## config.mk

```make
export PLATFORM = sky130hd
export DESIGN_NAME = morse_tx
export DESIGN_NICKNAME = d
export VERILOG_FILES = /design/src/rtl/morse_pkg.sv /design/src/rtl/morse_timer.sv /design/src/rtl/morse_tx.sv
export SDC_FILE = /design/constraint.sdc
export NUM_CORES = 1
export LEC_CHECK = 0
export BUFFER_PORTS_ARGS = -buffer_cell sky130_fd_sc_hd__buf_2
export CAP_MARGIN = 5
export CORE_UTILIZATION = 35
export DETAILED_ROUTE_END_ITERATION = 7
export PLACE_DENSITY = 0.53
export SYNTH_ARGS = -nofsm -noshare
export SYNTH_HDL_FRONTEND = slang
export SYNTH_SLANG_ARGS = --single-unit
```

## constraint.sdc

```tcl
create_clock -name clk_i -period 4.9 [get_ports clk_i]
set_input_delay 0.245 -clock clk_i [delete_from_list [all_inputs] [get_ports clk_i]]
set_output_delay 0.245 -clock clk_i [all_outputs]
set_load 0.01 [all_outputs]
```

## src/rtl/morse_pkg.sv

```systemverilog
// Shared types and constants for the Morse transmitter slice.
package morse_pkg;

  typedef enum logic [1:0] {IDLE, MARK, GAP, LGAP} state_e;

  localparam int unsigned MAX_LEN  = 4;
  localparam logic        SYM_DOT  = 1'b0;
  localparam logic        SYM_DASH = 1'b1;

endpackage

```

## src/rtl/morse_timer.sv

```systemverilog
// Loadable down-counter; tc_o flags the final cycle of a loaded interval (count == 1).
module morse_timer #(
  parameter int unsigned WIDTH = 8
) (
  input  logic             clk_i,
  input  logic             rst_i,
  input  logic             load_i,
  input  logic [WIDTH-1:0] value_i,
  output logic             tc_o
);

  logic [WIDTH-1:0] count_q, count_d;

  always_comb begin
    count_d = count_q;
    if (load_i) begin
      count_d = value_i;
    end else if (count_q > WIDTH'(1)) begin
      count_d = count_q - WIDTH'(1);
    end
  end

  always_ff @(posedge clk_i) begin
    if (rst_i) begin
      count_q <= '0;
    end else begin
      count_q <= count_d;
    end
  end

  assign tc_o = (count_q == WIDTH'(1));

endmodule

```

## src/rtl/morse_tx.sv

```systemverilog
// Morse letter player: one latched letter (code + length) out on a single LED.
// Optional inter-letter gap enabled by defining MORSE_TX_LETTER_GAP_EN.
module morse_tx
  import morse_pkg::*;
#(
  parameter int unsigned DOT_CYCLES = 25_000_000,
  parameter int unsigned DASH_MULT  = 3,
  parameter int unsigned GAP_CYCLES = 25_000_000
) (
  input  logic       clk_i,
  input  logic       rst_i,
  input  logic       start_i,
  input  logic [3:0] code_i,
  input  logic [2:0] len_i,
  output logic       led_o,
  output logic       busy_o,
  output logic       done_o
);

  localparam int unsigned DASH_CYCLES = DASH_MULT * DOT_CYCLES;
  localparam int unsigned LGAP_CYCLES = 3 * DOT_CYCLES;
  // Timer must hold the longest interval it is ever loaded with, not just a dash.
  localparam int unsigned MAX_A   = (DASH_CYCLES > GAP_CYCLES) ? DASH_CYCLES : GAP_CYCLES;
  localparam int unsigned MAX_CYC = (MAX_A > LGAP_CYCLES) ? MAX_A : LGAP_CYCLES;
  localparam int unsigned TW      = $clog2(MAX_CYC + 1);

  state_e          state_q, state_d;
  logic [3:0]      code_q, code_d;
  logic [2:0]      cnt_q, cnt_d;
  logic            led_q, led_d;
  logic            done_q, done_d;
  logic [2:0]      eff_len;
  logic            tmr_load;
  logic [TW-1:0]   tmr_val;
  logic            tmr_tc;

  function automatic logic [TW-1:0] sym_len(input logic sym);
    logic [TW-1:0] v;
    case (sym)
      SYM_DOT:  v = TW'(DOT_CYCLES);
      SYM_DASH: v = TW'(DASH_CYCLES);
      default:  v = TW'(DOT_CYCLES);
    endcase
    return v;
  endfunction

  assign eff_len = (len_i > 3'(MAX_LEN)) ? 3'(MAX_LEN) : len_i;

  always_comb begin
    state_d  = state_q;
    code_d   = code_q;
    cnt_d    = cnt_q;
    done_d   = 1'b0;
    tmr_load = 1'b0;
    tmr_val  = '0;
    case (state_q)
      IDLE: begin
        if (start_i) begin
          if (eff_len != 3'd0) begin
            code_d   = code_i;
            cnt_d    = eff_len;
            tmr_load = 1'b1;
            tmr_val  = sym_len(code_i[0]);
            state_d  = MARK;
          end else begin
            done_d = 1'b1;
          end
        end
      end
      MARK: begin
        if (tmr_tc) begin
          if (cnt_q > 3'd1) begin
            code_d   = {1'b0, code_q[3:1]};
            cnt_d    = cnt_q - 3'd1;
            tmr_load = 1'b1;
            tmr_val  = TW'(GAP_CYCLES);
            state_d  = GAP;
          end else begin
            cnt_d = '0;
`ifdef MORSE_TX_LETTER_GAP_EN
            tmr_load = 1'b1;
            tmr_val  = TW'(LGAP_CYCLES);
            state_d  = LGAP;
`else
            done_d  = 1'b1;
            state_d = IDLE;
`endif
          end
        end
      end
      GAP: begin
        if (tmr_tc) begin
          tmr_load = 1'b1;
          tmr_val  = sym_len(code_q[0]);
          state_d  = MARK;
        end
      end
      LGAP: begin
`ifdef MORSE_TX_LETTER_GAP_EN
        if (tmr_tc) begin
          done_d  = 1'b1;
          state_d = IDLE;
        end
`else
        state_d = IDLE;
`endif
      end
      default: state_d = IDLE;
    endcase
    led_d = (state_d == MARK);
  end

  always_ff @(posedge clk_i) begin
    if (rst_i) begin
      state_q <= IDLE;
      code_q  <= '0;
      cnt_q   <= '0;
      led_q   <= 1'b0;
      done_q  <= 1'b0;
    end else begin
      state_q <= state_d;
      code_q  <= code_d;
      cnt_q   <= cnt_d;
      led_q   <= led_d;
      done_q  <= done_d;
    end
  end

  morse_timer #(
    .WIDTH(TW)
  ) u_timer (
    .clk_i  (clk_i),
    .rst_i  (rst_i),
    .load_i (tmr_load),
    .value_i(tmr_val),
    .tc_o   (tmr_tc)
  );

  assign led_o  = led_q;
  assign busy_o = (state_q != IDLE);
  assign done_o = done_q;

endmodule

```

==> run metrics <==
Total GRT Usage=17.7%; EDFF count, synth=0; CTS tree=built; share of cells above drive strength 1=18.1%; die height=81.6 um; leakage=0.000847 uW; IO Count=13; final max-slew violation count=0; Post-CTS Hold Buffers=0; worst-skew pair later-pin latency=0.29 ns; worst-path maximum fanout=18; CTS sink count=38; total CTS buffers=5; clock buffer depth=2; actual slew at the worst max-slew pin=0.736 ns; RSZ-0062 raised after global routing=false; gr ovfl total=0; warnings from Yosys=0; Vias=1909; Seq/Total Area, Yosys=34.3%; Max Cap Viol=0; Resized Gates After CTS=0; Reg2Reg Launch Point=u_timer.count_q[3]; min-delay worst type=input pin to flop; Root Driver=clkbuf_8; initial drt markers=71; Hold Path Sink=code_q[3]; drt drc=0; vias in the first global route=1819; fin nets=273; first-pass GRT wire length=8.83 mm; n_diodes=0; reg-to-reg slack, setup=2.48 ns; capturing point of the worst reg2reg path=u_timer.count_q[5]; Seq cells post-synth=38; row count=28; run status=completed; post-CTS repair timing setup buffer count=0; H-tree depth=2; Port Buf Inserts=12; post-DP HPWL=3.80 mm; Distinct cells, synth=59; Rel. slew slack=50.5%; Worst Reg-to-Reg Cells=5; synthesized net count=264; crit share post-route=49.4%; ys flop type=dfxtp_1; Hold Startpoint=code_i[3]; wire per inst=15.5 um; wirelength, routed=5.21 mm; Tmin final=2.42 ns; crit start category=flop; vias per cell=5.70; final RePlAce weighted congestion=0.839; Synth Instances=250; mapped cell area=2220 um2; P per Cell Area=411 nW/um2; crit path DAT=2.60 ns; Setup Viol. Count Final=0; Fmax=413 MHz; area grow syn2layout=8.52%; Die Footprint=6660 um2; Worst Hold Depth=3; Hold Vio Cnt, Final=0; largest net degree at the start of global routing=28; antenna-violating nets left=0; initial core utilization=36.8%; Die W=81.6 um; Critical Path RT=5.07 ns; Syn Area/Cell=8.87 um2; FFs w/ async S/R, synth=0%; TritonRoute pass-1 iters=4; crit path kind=flop to flop; Worst setup EP type=flop; filler cell count=627; worst vdd ir=203 uV; Final TNS setup=0 ns; antenna violations before repair=0; core area=6030 um2; Pwr Total=989 uW; Setup Skew=0.00268 ns; Min Hold Slack=0.205 ns; Clock Pin Slew Worst Setup and Hold Paths=0.08 ns
==> stage by stage <==
step | cells | cell area, um2 | util, % | setup WS [ns]
after floorplan | 250 | 2220 | - | 2.80
after global placement | 327 | 2300 | 38.1 | 2.50
after detailed placement | 327 | 2300 | 38.1 | 2.45
after CTS | 335 | 2410 | 39.9 | 2.45
after global routing | 335 | 2410 | 39.9 | 2.11
final | 335 | 2410 | 39.9 | 2.48
==> cells in the final DEF (no fill, tap or decap), types with 4 or more instances in the layout <==
cell type	netlist	layout
mux2i_1	4	4
a31oi_1	6	6
a211oi_1	10	10
clkbuf_8	2	5
dfxtp_1	38	38
or4_1	6	6
o211ai_1	4	4
nand4_1	5	5
buf_2	1	12
xor2_1	7	7
a21oi_1	20	20
or3_1	10	10
o31ai_1	7	7
ha_1	4	4
nor3_1	6	6
nor4_1	6	6
o21ai_0	7	7
nor2_1	19	19
nand3_1	10	10
nand2_1	11	11
inv_1	6	6
==> critical path, stage by stage (launching register included) <==
cell	delay, ns
dfxtp_1	0.36
nor4_1	0.68
nand4_1	0.29
o22ai_2	0.63
or3_1	0.26
o22ai_1	0.08
==> flip-flops by register name, summed over array words and instances, names as in the netlist <==
signal,cells
cnt_q,3
state_q,2
led_o,1
done_o,1
u_timer.count_q,27
code_q,4
==> cell usage after synthesis, types with 2 or more instances <==
library cell | count | share of area, %
o31ai_1 | 7 | 2.4
clkbuf_8 | 2 | 1.2
nor4_2 | 2 | 1.1
xor2_1 | 7 | 2.8
nand2_1 | 11 | 1.9
or3_1 | 10 | 2.8
a31oi_1 | 6 | 1.7
or3_2 | 3 | 1.0
inv_1 | 6 | 1.0
o211ai_1 | 4 | 1.4
a21oi_1 | 20 | 4.5
buf_6 | 2 | 1.0
or2_2 | 2 | 0.56
nor3_1 | 6 | 1.4
xnor2_1 | 3 | 1.2
nand4_1 | 5 | 1.4
clkbuf_1 | 5 | 0.85
a211oi_1 | 10 | 3.4
dfxtp_1 | 38 | 34
nor2b_1 | 2 | 0.56
or4_1 | 6 | 2.0
o31a_2 | 2 | 0.90
nand4_4 | 2 | 1.9
and4_2 | 2 | 0.90
nand3_1 | 10 | 2.3
o21ai_0 | 7 | 1.6
nand2b_1 | 3 | 0.85
nor4_1 | 6 | 1.7
nor3b_1 | 2 | 0.68
o21a_1 | 2 | 0.68
mux2i_1 | 4 | 1.8
and3_1 | 2 | 0.56
nor2_1 | 19 | 3.2
ha_1 | 4 | 2.3
and2_2 | 2 | 0.68
a311oi_1 | 3 | 1.2
==> where the power goes <==
| group | switching, uW | internal (uW) |
|---|---|---|
| clock network | 118 | 150 |
| registers | 52.9 | 349 |
| logic | 187 | 132 |
==> worst max path at each step <==
| stage | startpoint | end | slack, ns | depth (start not counted) |
|---|---|---|---|---|
| 2_1_floorplan | u_timer.count_q[0] | u_timer.count_q[20] | 2.80 | 7 |
| 3_3_place_gp | u_timer.count_q[0] | u_timer.count_q[22] | 2.50 | 7 |
| 3_5_place_dp | u_timer.count_q[3] | u_timer.count_q[5] | 2.45 | 5 |
| 4_1_cts | u_timer.count_q[3] | u_timer.count_q[5] | 2.45 | 5 |
| 5_1_grt | u_timer.count_q[3] | u_timer.count_q[11] | 2.11 | 5 |
| 6_report | u_timer.count_q[3] | u_timer.count_q[5] | 2.48 | 5 |
==> logic make-up (layout without fill, tap and decap cells) <==
family                   count (synthesis)  after routing  synth area share [%]
buffers and inverters                   16             26                  4.35
multiplexers                             4              4                  1.81
flip-flops                              38             38                  34.3
AO/OA/AOI/OAI                           74             74                  23.5
adder cells (fa/ha/maj)                  4              4                  2.26
AND/OR/NAND/NOR                        104            104                  29.8
XOR/XNOR                                10             10                  3.95
==> routing by layer <==
layer,GRT usage [%],routed length [um],vias to the layer above
met5,0,0,-
met4,7.37,82,0
met3,3.78,186,7
met2,28.0,2400,29
met1,23.2,2540,889
li1,-,-,984
==> final cells by class <==
class | count | area [um2] | area share (%)
clock inverters | 3 | 40.0 | 1.66
repair buffers | 12 | 60.1 | 2.50
flip-flops and latches | 38 | 761 | 31.6
clock buffers | 5 | 68.8 | 2.86
multi-input cells | 196 | 1360 | 56.5
well taps | 75 | 93.8 | 3.90
inverters | 6 | 22.5 | 0.936
(Power assumes the default switching activity.)
